[config.mk]
export PLATFORM = sky130hd
export DESIGN_NAME = pim_mem_arbiter
export DESIGN_NICKNAME = d
export VERILOG_FILES = /design/src/rtl/pim_mem_arbiter_pkg.sv /design/src/rtl/pim_mem_arbiter_rr_picker.sv /design/src/rtl/pim_mem_arbiter.sv
export SDC_FILE = /design/constraint.sdc
export NUM_CORES = 1
export LEC_CHECK = 0
export ABC_AREA = 1
export CAP_MARGIN = 15
export CORE_MARGIN = 3
export CORE_UTILIZATION = 33
export DETAILED_ROUTE_END_ITERATION = 8
export PLACE_DENSITY_LB_ADDON = 0.3
export SKIP_CTS_REPAIR_TIMING = 1
export SYNTH_ARGS = -nofsm -noshare
export SYNTH_HDL_FRONTEND = slang
export SYNTH_SLANG_ARGS = --single-unit
[constraint.sdc]
create_clock -name clk -period 6.6 [get_ports clk]
set_input_delay 0.66 -clock clk [delete_from_list [all_inputs] [get_ports clk]]
set_output_delay 0.66 -clock clk [all_outputs]
set_load 0.1 [all_outputs]
[src/rtl/pim_mem_arbiter_pkg.sv]
`default_nettype none
// ============================================================================
// Module   : pim_mem_arbiter_pkg
// Brief    : Shared constants and request type for the PIM memory arbiter.
// Revision : 1.0 - initial release
// ============================================================================
package pim_mem_arbiter_pkg;

    localparam int NUM_OF_PIM_UNITS = 4;
    localparam int WIDTH            = 32;
    localparam int LEN              = 10;
    localparam int PIM_ID_W         = $clog2(NUM_OF_PIM_UNITS);
    localparam int MEM_RD_LAT       = 2;

    typedef struct packed {
        logic             we;
        logic [LEN-1:0]   addr;
        logic [WIDTH-1:0] wdata;
    } pim_mem_req_t;

endpackage
`default_nettype wire

[src/rtl/pim_mem_arbiter_rr_picker.sv]
`default_nettype none
// ============================================================================
// Module   : rr_picker
// Brief    : Combinational round-robin picker; search starts after ptr.
// Revision : 1.0 - initial release
// ============================================================================
module rr_picker #(
    parameter int N    = 4,
    parameter int ID_W = $clog2(N)
) (
    input  logic [N-1:0]    req,
    input  logic [ID_W-1:0] ptr,
    output logic [N-1:0]    grant,
    output logic [ID_W-1:0] idx
);

    logic [ID_W-1:0] w_cand;
    logic            w_found;

    // N is a power of two, so ptr+k wraps modulo N for free; k=N revisits ptr last.
    always_comb begin
        grant   = '0;
        idx     = ptr;
        w_cand  = '0;
        w_found = 1'b0;
        for (int k = 1; k <= N; k++) begin
            w_cand = ptr + k[ID_W-1:0];
            if (!w_found && req[w_cand]) begin
                w_found       = 1'b1;
                grant[w_cand] = 1'b1;
                idx           = w_cand;
            end
        end
    end

endmodule
`default_nettype wire

[src/rtl/pim_mem_arbiter.sv]
`default_nettype none
// ============================================================================
// Module   : pim_mem_arbiter
// Brief    : Round-robin arbiter sharing one single-port memory among PIM
//            units; optional grant counters under PIM_ARB_STATS_EN.
// Revision : 1.0 - initial release
// ============================================================================
module pim_mem_arbiter
    import pim_mem_arbiter_pkg::*;
#(
    parameter int N      = NUM_OF_PIM_UNITS,
    parameter int DATA_W = WIDTH,
    parameter int ADDR_W = LEN,
    parameter int RD_LAT = MEM_RD_LAT
) (
    input  logic                clk,
    input  logic                rst_n,
    input  logic [N-1:0]        req_valid,
    input  logic [N-1:0]        req_we,
    input  logic [N*ADDR_W-1:0] req_addr,
    input  logic [N*DATA_W-1:0] req_wdata,
    output logic [N-1:0]        req_ready,
    output logic [N-1:0]        rsp_valid,
    output logic [DATA_W-1:0]   rsp_rdata,
    output logic                mem_en,
    output logic                mem_we,
    output logic [ADDR_W-1:0]   mem_addr,
    output logic [DATA_W-1:0]   mem_wdata,
`ifdef PIM_ARB_STATS_EN
    input  logic                stats_clr,
    output logic [N*16-1:0]     grant_cnt,
`endif
    input  logic [DATA_W-1:0]   mem_rdata
);

    localparam int ID_W = $clog2(N);

    logic [N-1:0]      w_grant;
    logic [ID_W-1:0]   w_win_idx;
    logic              w_hs;
    logic              w_win_we;
    logic [ADDR_W-1:0] w_win_addr;
    logic [DATA_W-1:0] w_win_wdata;

    logic [ID_W-1:0]   ptr_q, ptr_d;
    logic              mem_en_q, mem_en_d;
    logic              mem_we_q, mem_we_d;
    logic [ADDR_W-1:0] mem_addr_q, mem_addr_d;
    logic [DATA_W-1:0] mem_wdata_q, mem_wdata_d;
    logic [RD_LAT:0]   tag_vld_q, tag_vld_d;
    logic [ID_W-1:0]   tag_id_q [RD_LAT+1];
    logic [ID_W-1:0]   tag_id_d [RD_LAT+1];

    rr_picker #(
        .N    (N),
        .ID_W (ID_W)
    ) u_picker (
        .req   (req_valid),
        .ptr   (ptr_q),
        .grant (w_grant),
        .idx   (w_win_idx)
    );

    assign w_hs        = |w_grant;
    assign w_win_we    = req_we[w_win_idx];
    assign w_win_addr  = req_addr[w_win_idx*ADDR_W +: ADDR_W];
    assign w_win_wdata = req_wdata[w_win_idx*DATA_W +: DATA_W];

    always_comb begin
        ptr_d       = ptr_q;
        mem_en_d    = w_hs;
        mem_we_d    = mem_we_q;
        mem_addr_d  = mem_addr_q;
        mem_wdata_d = mem_wdata_q;
        if (w_hs) begin
            ptr_d       = w_win_idx;
            mem_we_d    = w_win_we;
            mem_addr_d  = w_win_addr;
            mem_wdata_d = w_win_wdata;
        end
        // Tag stage k is valid in cycle t+1+k for a read granted in cycle t.
        tag_vld_d   = {tag_vld_q[RD_LAT-1:0], w_hs & ~w_win_we};
        tag_id_d[0] = w_win_idx;
        for (int k = 1; k <= RD_LAT; k++) begin
            tag_id_d[k] = tag_id_q[k-1];
        end
    end

    always_ff @(posedge clk or negedge rst_n) begin
        if (!rst_n) begin
            ptr_q       <= ID_W'(N-1);
            mem_en_q    <= 1'b0;
            mem_we_q    <= 1'b0;
            mem_addr_q  <= '0;
            mem_wdata_q <= '0;
            tag_vld_q   <= '0;
            for (int k = 0; k <= RD_LAT; k++) begin
                tag_id_q[k] <= '0;
            end
        end else begin
            ptr_q       <= ptr_d;
            mem_en_q    <= mem_en_d;
            mem_we_q    <= mem_we_d;
            mem_addr_q  <= mem_addr_d;
            mem_wdata_q <= mem_wdata_d;
            tag_vld_q   <= tag_vld_d;
            for (int k = 0; k <= RD_LAT; k++) begin
                tag_id_q[k] <= tag_id_d[k];
            end
        end
    end

    always_comb begin
        rsp_valid = '0;
        if (tag_vld_q[RD_LAT]) begin
            rsp_valid[tag_id_q[RD_LAT]] = 1'b1;
        end
    end

    assign req_ready = w_grant;
    assign rsp_rdata = mem_rdata;
    assign mem_en    = mem_en_q;
    assign mem_we    = mem_we_q;
    assign mem_addr  = mem_addr_q;
    assign mem_wdata = mem_wdata_q;

`ifdef PIM_ARB_STATS_EN
    logic [15:0] cnt_q [N];
    logic [15:0] cnt_d [N];

    // Clear has priority over a same-cycle grant; counters stick at all-ones.
    always_comb begin
        for (int i = 0; i < N; i++) begin
            cnt_d[i] = cnt_q[i];
            if (stats_clr) begin
                cnt_d[i] = '0;
            end else if (w_grant[i] && (cnt_q[i] != 16'hFFFF)) begin
                cnt_d[i] = cnt_q[i] + 16'd1;
            end
        end
    end

    always_ff @(posedge clk or negedge rst_n) begin
        if (!rst_n) begin
            for (int i = 0; i < N; i++) begin
                cnt_q[i] <= '0;
            end
        end else begin
            for (int i = 0; i < N; i++) begin
                cnt_q[i] <= cnt_d[i];
            end
        end
    end

    for (genvar gi = 0; gi < N; gi++) begin : g_grant_cnt
        assign grant_cnt[gi*16 +: 16] = cnt_q[gi];
    end
`endif

endmodule
`default_nettype wire

### Yosys cells after proc, flatten, opt, wreduce, memory -nomap -nowiden

Index checks and enable logic that the tools add are counted.

* ROM bits: 0
* register bits after elaboration: 55
* memories: 0
* bits of input ports: 210
* memory bits (writable): 0
* bits in latches: 0

* $lt $le $gt $ge: 11
* $add $sub $neg: 3
* $mul: 1
* bitwise logic cells: 5
* shifts and indexed selects: 2
* reduce and logical (&&, ||, !) cells: 12
* divide/modulo/power cells: 0
* equality and inequality tests: 0
* muxes and demuxes: 32

Operator list (count)
* $shiftx A128 B8 Y32: 1
* $shiftx A40 B7 Y10: 1
* $mux W4: 5
* $lt A2 B3 Y1 const B: 6
* $mux W1: 13
* $or A4 B4 Y4: 3
* $bmux W1 S2: 5
* $demux W1 S2: 5
* $ge A2 B1 Y1 const B: 5
* $logic_and A1 B1 Y1: 8
* $mux W2: 4
* $mul A2 B3 Y5 const B: 1
* $add A2 B2 Y2 const B: 2
* $reduce_or A4 Y1: 1
* $logic_not A1 Y1: 3
* $add A2 B1 Y2 const B: 1
* $and A1 B1 Y1: 1
* $not A1 Y1: 1

### Depth between registers and ports, before layout

Gate-level depths: netlist (run 1).

* word-level depth: 17
* gate-level depth with buffers: 16

### Modules after synthesis

From an unflattened synthesis (run 1), not the netlist that was laid out.

* cells, all modules: 734
* area, all modules: 4615.7 µm²

By module, submodules not included
* pim_mem_arbiter: cells each 647, sequential area each 1378.8 µm², area each 4056.4 µm², instances 1
* rr_picker: cells each 87, sequential area each 0.0 µm², area each 559.3 µm², instances 1

### Least setup slack after synthesis (run 1)

No wires, ideal clock.

* path type: register to output
* start point: register tag_id_q[0] (netlist name)
* end point: output port rsp_valid[3]
* setup slack: 3.478 ns
* buffers on the path: 0
* arrival: 2.462 ns
* data required time: 5.940 ns
* stages on the path, launching flop included: 3
* cell sequence: dfrtp_1 -> inv_1 -> nor3_1

* word-level cells in the longest chain between the ends: 5

RTL lines
* start, declared: RTL line pim_mem_arbiter.sv:51 `logic [ID_W-1:0] tag_id_q [RD_LAT+1];`
* start signal, assigned by index: RTL line pim_mem_arbiter.sv:108 `tag_id_q[k] <= tag_id_d[k];`
* $lt A2 B3 Y1 (not written as such) or $ge A2 B1 Y1 (tied branches): RTL line pim_mem_arbiter.sv:116 `rsp_valid[tag_id_q[RD_LAT]] = 1'b1;`
* $logic_and A1 B1 Y1 (not written as such): RTL line pim_mem_arbiter.sv:116
* $mux W1 (not written as such): RTL line pim_mem_arbiter.sv:116
* $demux W1 S2 *: RTL line pim_mem_arbiter.sv:116
* $mux W4 *: RTL line pim_mem_arbiter.sv:115 `if (tag_vld_q[RD_LAT]) begin`
* end, declared: RTL line pim_mem_arbiter.sv:23 `output logic [N-1:0] rsp_valid,`

Every way passes the cells marked *; elsewhere a longest branch is shown, timed or not.

### Final worst setup path (run 1)

* start point: register ptr_q[0]
* end point: output port req_ready[3]

* word-level cells in the longest chain between the ends: 13

RTL lines
* start, declared: RTL line pim_mem_arbiter.sv:45 `logic [ID_W-1:0] ptr_q, ptr_d;`
* start signal, assigned: RTL line pim_mem_arbiter.sv:91 `ptr_q <= ID_W'(N-1);`
* start signal, assigned: RTL line pim_mem_arbiter.sv:101 `ptr_q <= ptr_d;`
* parallel branches: the longest is 12 deep, another holds $lt A2 B3 Y1
* $mux W4 *: RTL line pim_mem_arbiter_rr_picker.sv:28 `if (!w_found && req[w_cand]) begin`
* end, declared: RTL line pim_mem_arbiter.sv:22 `output logic [N-1:0] req_ready,`

Every way passes the cells marked *. The select of a mux whose other input is x is not followed.

==> results of run 1 <==
==> flip-flops by register name, indices dropped and copies added (netlist names) <==
name	count
mem_addr	10
mem_en	1
mem_wdata	32
mem_we	1
ptr_q	2
tag_id_d	4
tag_id_q	2
tag_vld_q	3
==> layout make-up <==
type,count,area [um^2]
clock buffer,5,125
inverter,12,45.0
multi-input combinational,618,2900
tap,184,230
fill,1524,7570
clock inverter,3,23.8
timing repair buffer,233,2320
sequential,55,1380
==> per-layer routing <==
layer / up-vias / global-route usage (%) / part of all wire (%) / wire [um]
met3: 28 / 4.86 / 7.8 / 1430
met2: 193 / 36.1 / 47 / 8700
met4: 0 / 6.80 / 2.6 / 481
li1: 2796 / - / - / -
met1: 2629 / 28.0 / 42 / 7810
met5: - / 0 / 0 / 0
==> synth_stat cells, drive strengths merged <==
cell type  count
dfstp          2
ha             8
nand4          7
nor2           5
nand3        233
a21boi         3
nand2        354
nor3           4
clkbuf         3
and2           1
a21oi          3
inv           12
dfrtp         53
buf           88
==> stage by stage <==
| stage | hold slack [ns] | setup slack (ns) | utilization (%) | area (um^2) |
|---|---|---|---|---|
| 2_1_floorplan | 0.331 | 3.48 | - | 4940 |
| 3_3_place_gp | 0.334 | 2.59 | 47.1 | 6870 |
| 3_5_place_dp | 0.336 | 2.59 | 47.1 | 6870 |
| 4_1_cts | 0.355 | 2.23 | 48.1 | 7020 |
| 5_1_grt | 0.362 | 2.03 | 48.1 | 7020 |
| 6_report | 0.353 | 2.26 | 48.1 | 7020 |
==> logic make-up after synthesis <==
kind of cell | count (synthesis) | share of synthesized area, %
compound gates | 6 | 0.987
simple gates | 604 | 55.2
flops | 55 | 27.9
fa+ha+maj | 8 | 2.02
buf+inv | 103 | 13.9
==> path summary, 6_finish.rpt <==
path | slack [ns] | endpoint | cells after the start
max | 2.26 | req_ready[3] | 9
min | 0.35 | tag_vld_q[1]$_DFF_PN0_ | 0
max reg2reg | 2.84 | mem_wdata[16]$_DFFE_PN0P_ | 13
min reg2reg | 0.35 | tag_vld_q[1]$_DFF_PN0_ | 0
max in group asynchronous | 5.60 | mem_wdata[22]$_DFFE_PN0P_ | 2
min in group asynchronous | 0.50 | mem_wdata[5]$_DFFE_PN0P_ | 2
==> results.toml, run 1 <==
[critical_path]
worst_path_dominant_cell_family = "buffers and inverters"
setup.worst_path.start_class = "register"
max_stage_delay_ns = 1.15
cp.arrival_ns = 3.68
worst_r2r_startpoint = "ptr_q[0]$_DFFE_PN1P_"
crit_path_start = "ptr_q[0]$_DFFE_PN1P_"
worstPathRequired_ns = 5.94
cp_cell_sequence = "inv_2 -> ha_1 -> inv_1 -> nand3_4 -> nand2_4 -> nor2_4 -> nand2_1 -> nand4_2 -> clkdlybuf4s50_1"
criticalPathCategory = "reg -> out"
highest_delay_cell_along_the_critical_path = "clkdlybuf4s50_1"
setup_crit_end_kind = "output pin"
timing.critical_path.fanout_max = 16
cp_num_buf_inv = 3

[die]
initial_utilization_pct = 33.9
floorplan.core_area_mm2 = 0.0146
design.portCount = 294
core.rowCount = 44
horiz_die_dim_um = 128
floorplan.die.height_um = 128
design.die.area_mm2 = 0.0165

[timing]
setup_tns_ns = 0
slew_violations = 0
worst_slew_pin_slew_ns = 1.09
finalCritPeriodShare_pct = 65.8
hold_viol = 0
fin_skew_ns = 0.00489
finalWorstPathRequiredPeriod_ns = 4.34
max_clock_freq_mhz = 230
worst_rel_slew_slack_pct = 27.1
grt_setup_unrepaired = "no"
final-setup-viol-count = 0

[placement]
place_congestion = 0.825
place.port_buffers = 229
place.detailed.hpwl_um = 12000
placed_cells_incl_taps = 1102

[logic_synthesis]
postSynthAreaPerCell_um2 = 6.37
synth.top_cells.by_area = "dfrtp_1, nand2_1, nand3_1, buf_4, buf_2"
syn_inst = 776
synth_top_cell_area_share_pct = 26.8
ys.warnings.count = 0
yosysSeqAreaShare_pct = 27.9
syn_area_mm2 = 0.00494
synth_nets = 994
synth_top_area_cell = "dfrtp_1"
ys_types = 26
synth.ff_latch_count = 55

[route]
dr_pass1_iterations = 5
drt-wirelength-per-cell_um = 16.6
ant_nets_after_route = 0
route.detailed.drc = 0
drt_first_iter_violations = 451
routed_wirelength_um = 18400
via_count = 5646
detail_route.vias_per_cell = 5.09

[clocking]
cts_tree = "built"
clockBufferDepth = 2
cts_buffers = 5
cts_root_buf = "clkbuf_16"
clk-insertion-delay-late_ns = 0.30
numClockSinks = 55
path_clk_slew_ns = 0.07
cts_htree_levels = 2

[min_path]
hp-class = "reg -> reg"
hp-start = "tag_vld_q[0]$_DFF_PN0_"

[final_layout]
antenna-diode-count = 0
final_nets = 1143
syn_to_final_growth_pct = 42.1
commonest_non_fill_non_tap_cell_in_the_layout = "nand2_1"
post_layout_nonfiller_instances = 1110
drive_above_1_share_pct = 4.97
final_cell_mix = "nand2_1, clkdlybuf4s50_1, nand3_1"

[grt]
number_of_antenna_violations_at_the_first_check_in_global_routing = 0
via_count_of_the_first_global_routing_pass = 5162
grt_pass1_wl_um = 28600
gr-total-overflow = 0
gr-usage-all-layers_pct = 21.7
grt_start_max_net_pins = 88

[run_status]
outcome = "complete, no violations"

[run]
cap_violations = 0
Power of run 1 is not shown: default switching activity piles up to over one toggle a cycle in this logic, so the estimate is an artifact.
==> run 2: changes to the inputs <==
==> constraint.sdc (replaced) <==
create_clock -name clk -period 4.2 [get_ports clk]
set_input_delay 0.42 -clock clk [delete_from_list [all_inputs] [get_ports clk]]
set_output_delay 0.42 -clock clk [all_outputs]
set_load 0.1 [all_outputs]
==> run 2 against run 1 <==
Wire length decreased by 1.0%. Die area unchanged. Core utilization rose by 0.35 points. First-iteration DRC count down 31%. Count of clock-buffer cells in the layout is the same. Final area up 0.73%. Clock skew increased by 0.00068 ns. Via count down 0.51%. Sequential share of layout area is 0.14 points lower. Non-clock buffer count increased by 8. Critical path depth is 5 higher. Hold slack got worse by 0.085 ns. Critical path type is now reg -> reg. Critical endpoint is now mem_we$_DFFE_PN0P_.
==> results.toml, run 2 (synthesized netlist as in run 1, its figures left out) <==
[run_status]
outcome = "complete, no violations"

[die]
design.portCount = 294
floorplan.core_area_mm2 = 0.0146
initial_utilization_pct = 33.9
floorplan.die.height_um = 128
core.rowCount = 44
design.die.area_mm2 = 0.0165
horiz_die_dim_um = 128

[final_layout]
num-fill-cells = 1535
syn_to_final_growth_pct = 43.1
commonest_non_fill_non_tap_cell_in_the_layout = "nand2_1"
largest_register_ff_count = 32
drive_above_1_share_pct = 6.21
final-seq-area_mm2 = 0.00138
final_nets = 1151
final_cell_mix = "nand2_1, nand3_1, clkdlybuf4s50_1"
antenna-diode-count = 0
multi_input_comb_area_mm2 = 0.00290

[grt]
grt_start_max_net_pins = 87
grt_pass1_wl_um = 28500
gr-usage-all-layers_pct = 21.4
number_of_antenna_violations_at_the_first_check_in_global_routing = 0
via_count_of_the_first_global_routing_pass = 5470
gr-total-overflow = 0

[placement]
place.detailed.hpwl_um = 13100
place.port_buffers = 229
place_congestion = 0.860

[critical_path]
cp_cell_sequence = "inv_2 -> ha_1 -> inv_1 -> nand3_4 -> nand2_4 -> nand2_1 -> nand2_1 -> nand2_4 -> nand3_1 -> nand2_1 -> nand2_1 -> nand2_1 -> nand2_1 -> nand2_1"
setup.worst_path.start_class = "register"
cp_num_buf_inv = 2
cp_common_cell = "nand2_1"
reg2reg_setup_slack_ns = 0.86
worstSetupEndpoint = "mem_we$_DFFE_PN0P_"
reg2reg_depth = 14
worst_r2r_startpoint = "ptr_q[0]$_DFFE_PN1P_"
crit_path_start = "ptr_q[0]$_DFFE_PN1P_"
highest_delay_cell_along_the_critical_path = "dfstp_2"
cp.arrival_ns = 3.58
worst_path_dominant_cell_family = "simple AND/OR/NAND/NOR gates"
timing.critical_path.fanout_max = 86
reg2reg_to = "mem_we$_DFFE_PN0P_"
worstPathRequired_ns = 4.44
setup_crit_end_kind = "register"
criticalPathCategory = "reg -> reg"
worstSetupPathDepth = 14
max_stage_delay_ns = 0.76

[clocking]
cts_htree_levels = 2
clk-insertion-delay-late_ns = 0.29
cts_tree = "built"
cts_root_buf = "clkbuf_16"
clockBufferDepth = 2
numClockSinks = 55
cts_buffers = 5
path_clk_slew_ns = 0.08

[route]
drt_first_iter_violations = 313
routed_wirelength_um = 18200
dr_pass1_iterations = 5
ant_nets_after_route = 0
drt-wirelength-per-cell_um = 16.3
route.detailed.drc = 0
via_count = 5617
detail_route.vias_per_cell = 5.02

[timing]
hold_viol = 0
finalWorstPathRequiredPeriod_ns = 3.34
worst_slew_pin_slew_ns = 1.06
worst_rel_slew_slack_pct = 29.4
finalCritPeriodShare_pct = 79.6
final-setup-viol-count = 0
max_clock_freq_mhz = 299
fin_skew_ns = 0.00557
grt_setup_unrepaired = "no"
slew_violations = 0
setup_tns_ns = 0

[min_path]
hp-class = "in -> async"

[run]
cap_violations = 0
==> run 2: worst min path at each step <==
stage | from | to | slack, ns | cells after the start
detailed placement | tag_vld_q[0]$_DFF_PN0_ | tag_vld_q[1]$_DFF_PN0_ | 0.33 | 0
finish | rst_n | mem_wdata[8]$_DFFE_PN0P_ | 0.27 | 2
global route | rst_n | mem_wdata[8]$_DFFE_PN0P_ | 0.34 | 2
floorplan | rst_n | mem_addr[0]$_DFFE_PN0P_ | 0.12 | 0
global placement | tag_id_d[1]$_DFF_PN0_ | tag_id_q[1]$_DFF_PN0_ | 0.33 | 0
CTS | rst_n | mem_wdata[8]$_DFFE_PN0P_ | 0.29 | 2
==> run 2: cell type report <==
type / count / share of cell area, %
clock buffer: 5 / 1.77
clock inverter: 3 / 0.354
inverter: 12 / 0.637
multi-input combinational: 618 / 41.0
sequential: 55 / 19.5
tap: 184 / 3.25
timing repair buffer: 241 / 33.5
==> run 2: worst reg2reg max path: cells and delay by family, from the launching register on <==
family,cells,cell delay [ns]
buffers and inverters,2,0.35
adders and majority gates,1,0.45
and+or+nand+nor,11,1.73
DFF,1,0.76
==> run 2: routing by layer <==
metal | vias to the layer above | track usage [%] | share of wire [%]
li1 | 2809 | - | -
met4 | 0 | 9.11 | 4.1
met1 | 2550 | 27.5 | 42
met2 | 215 | 35.4 | 47
met5 | - | 0 | 0
met3 | 43 | 3.74 | 7.0
==> run 2: metrics by stage <==
| stage | utilization [%] | instances | area [um^2] | setup WS (ns) | hold WS [ns] |
|---|---|---|---|---|---|
| after floorplan | - | 776 | 4940 | 1.10 | 0.124 |
| after global placement | 47.5 | 1110 | 6920 | 0.933 | 0.333 |
| after detailed placement | 47.5 | 1110 | 6920 | 0.870 | 0.335 |
| after CTS | 48.5 | 1118 | 7070 | 0.848 | 0.293 |
| after global routing | 48.5 | 1118 | 7070 | 0.562 | 0.338 |
| final | 48.5 | 1118 | 7070 | 0.856 | 0.268 |
Power of run 2 is left out for the same reason.
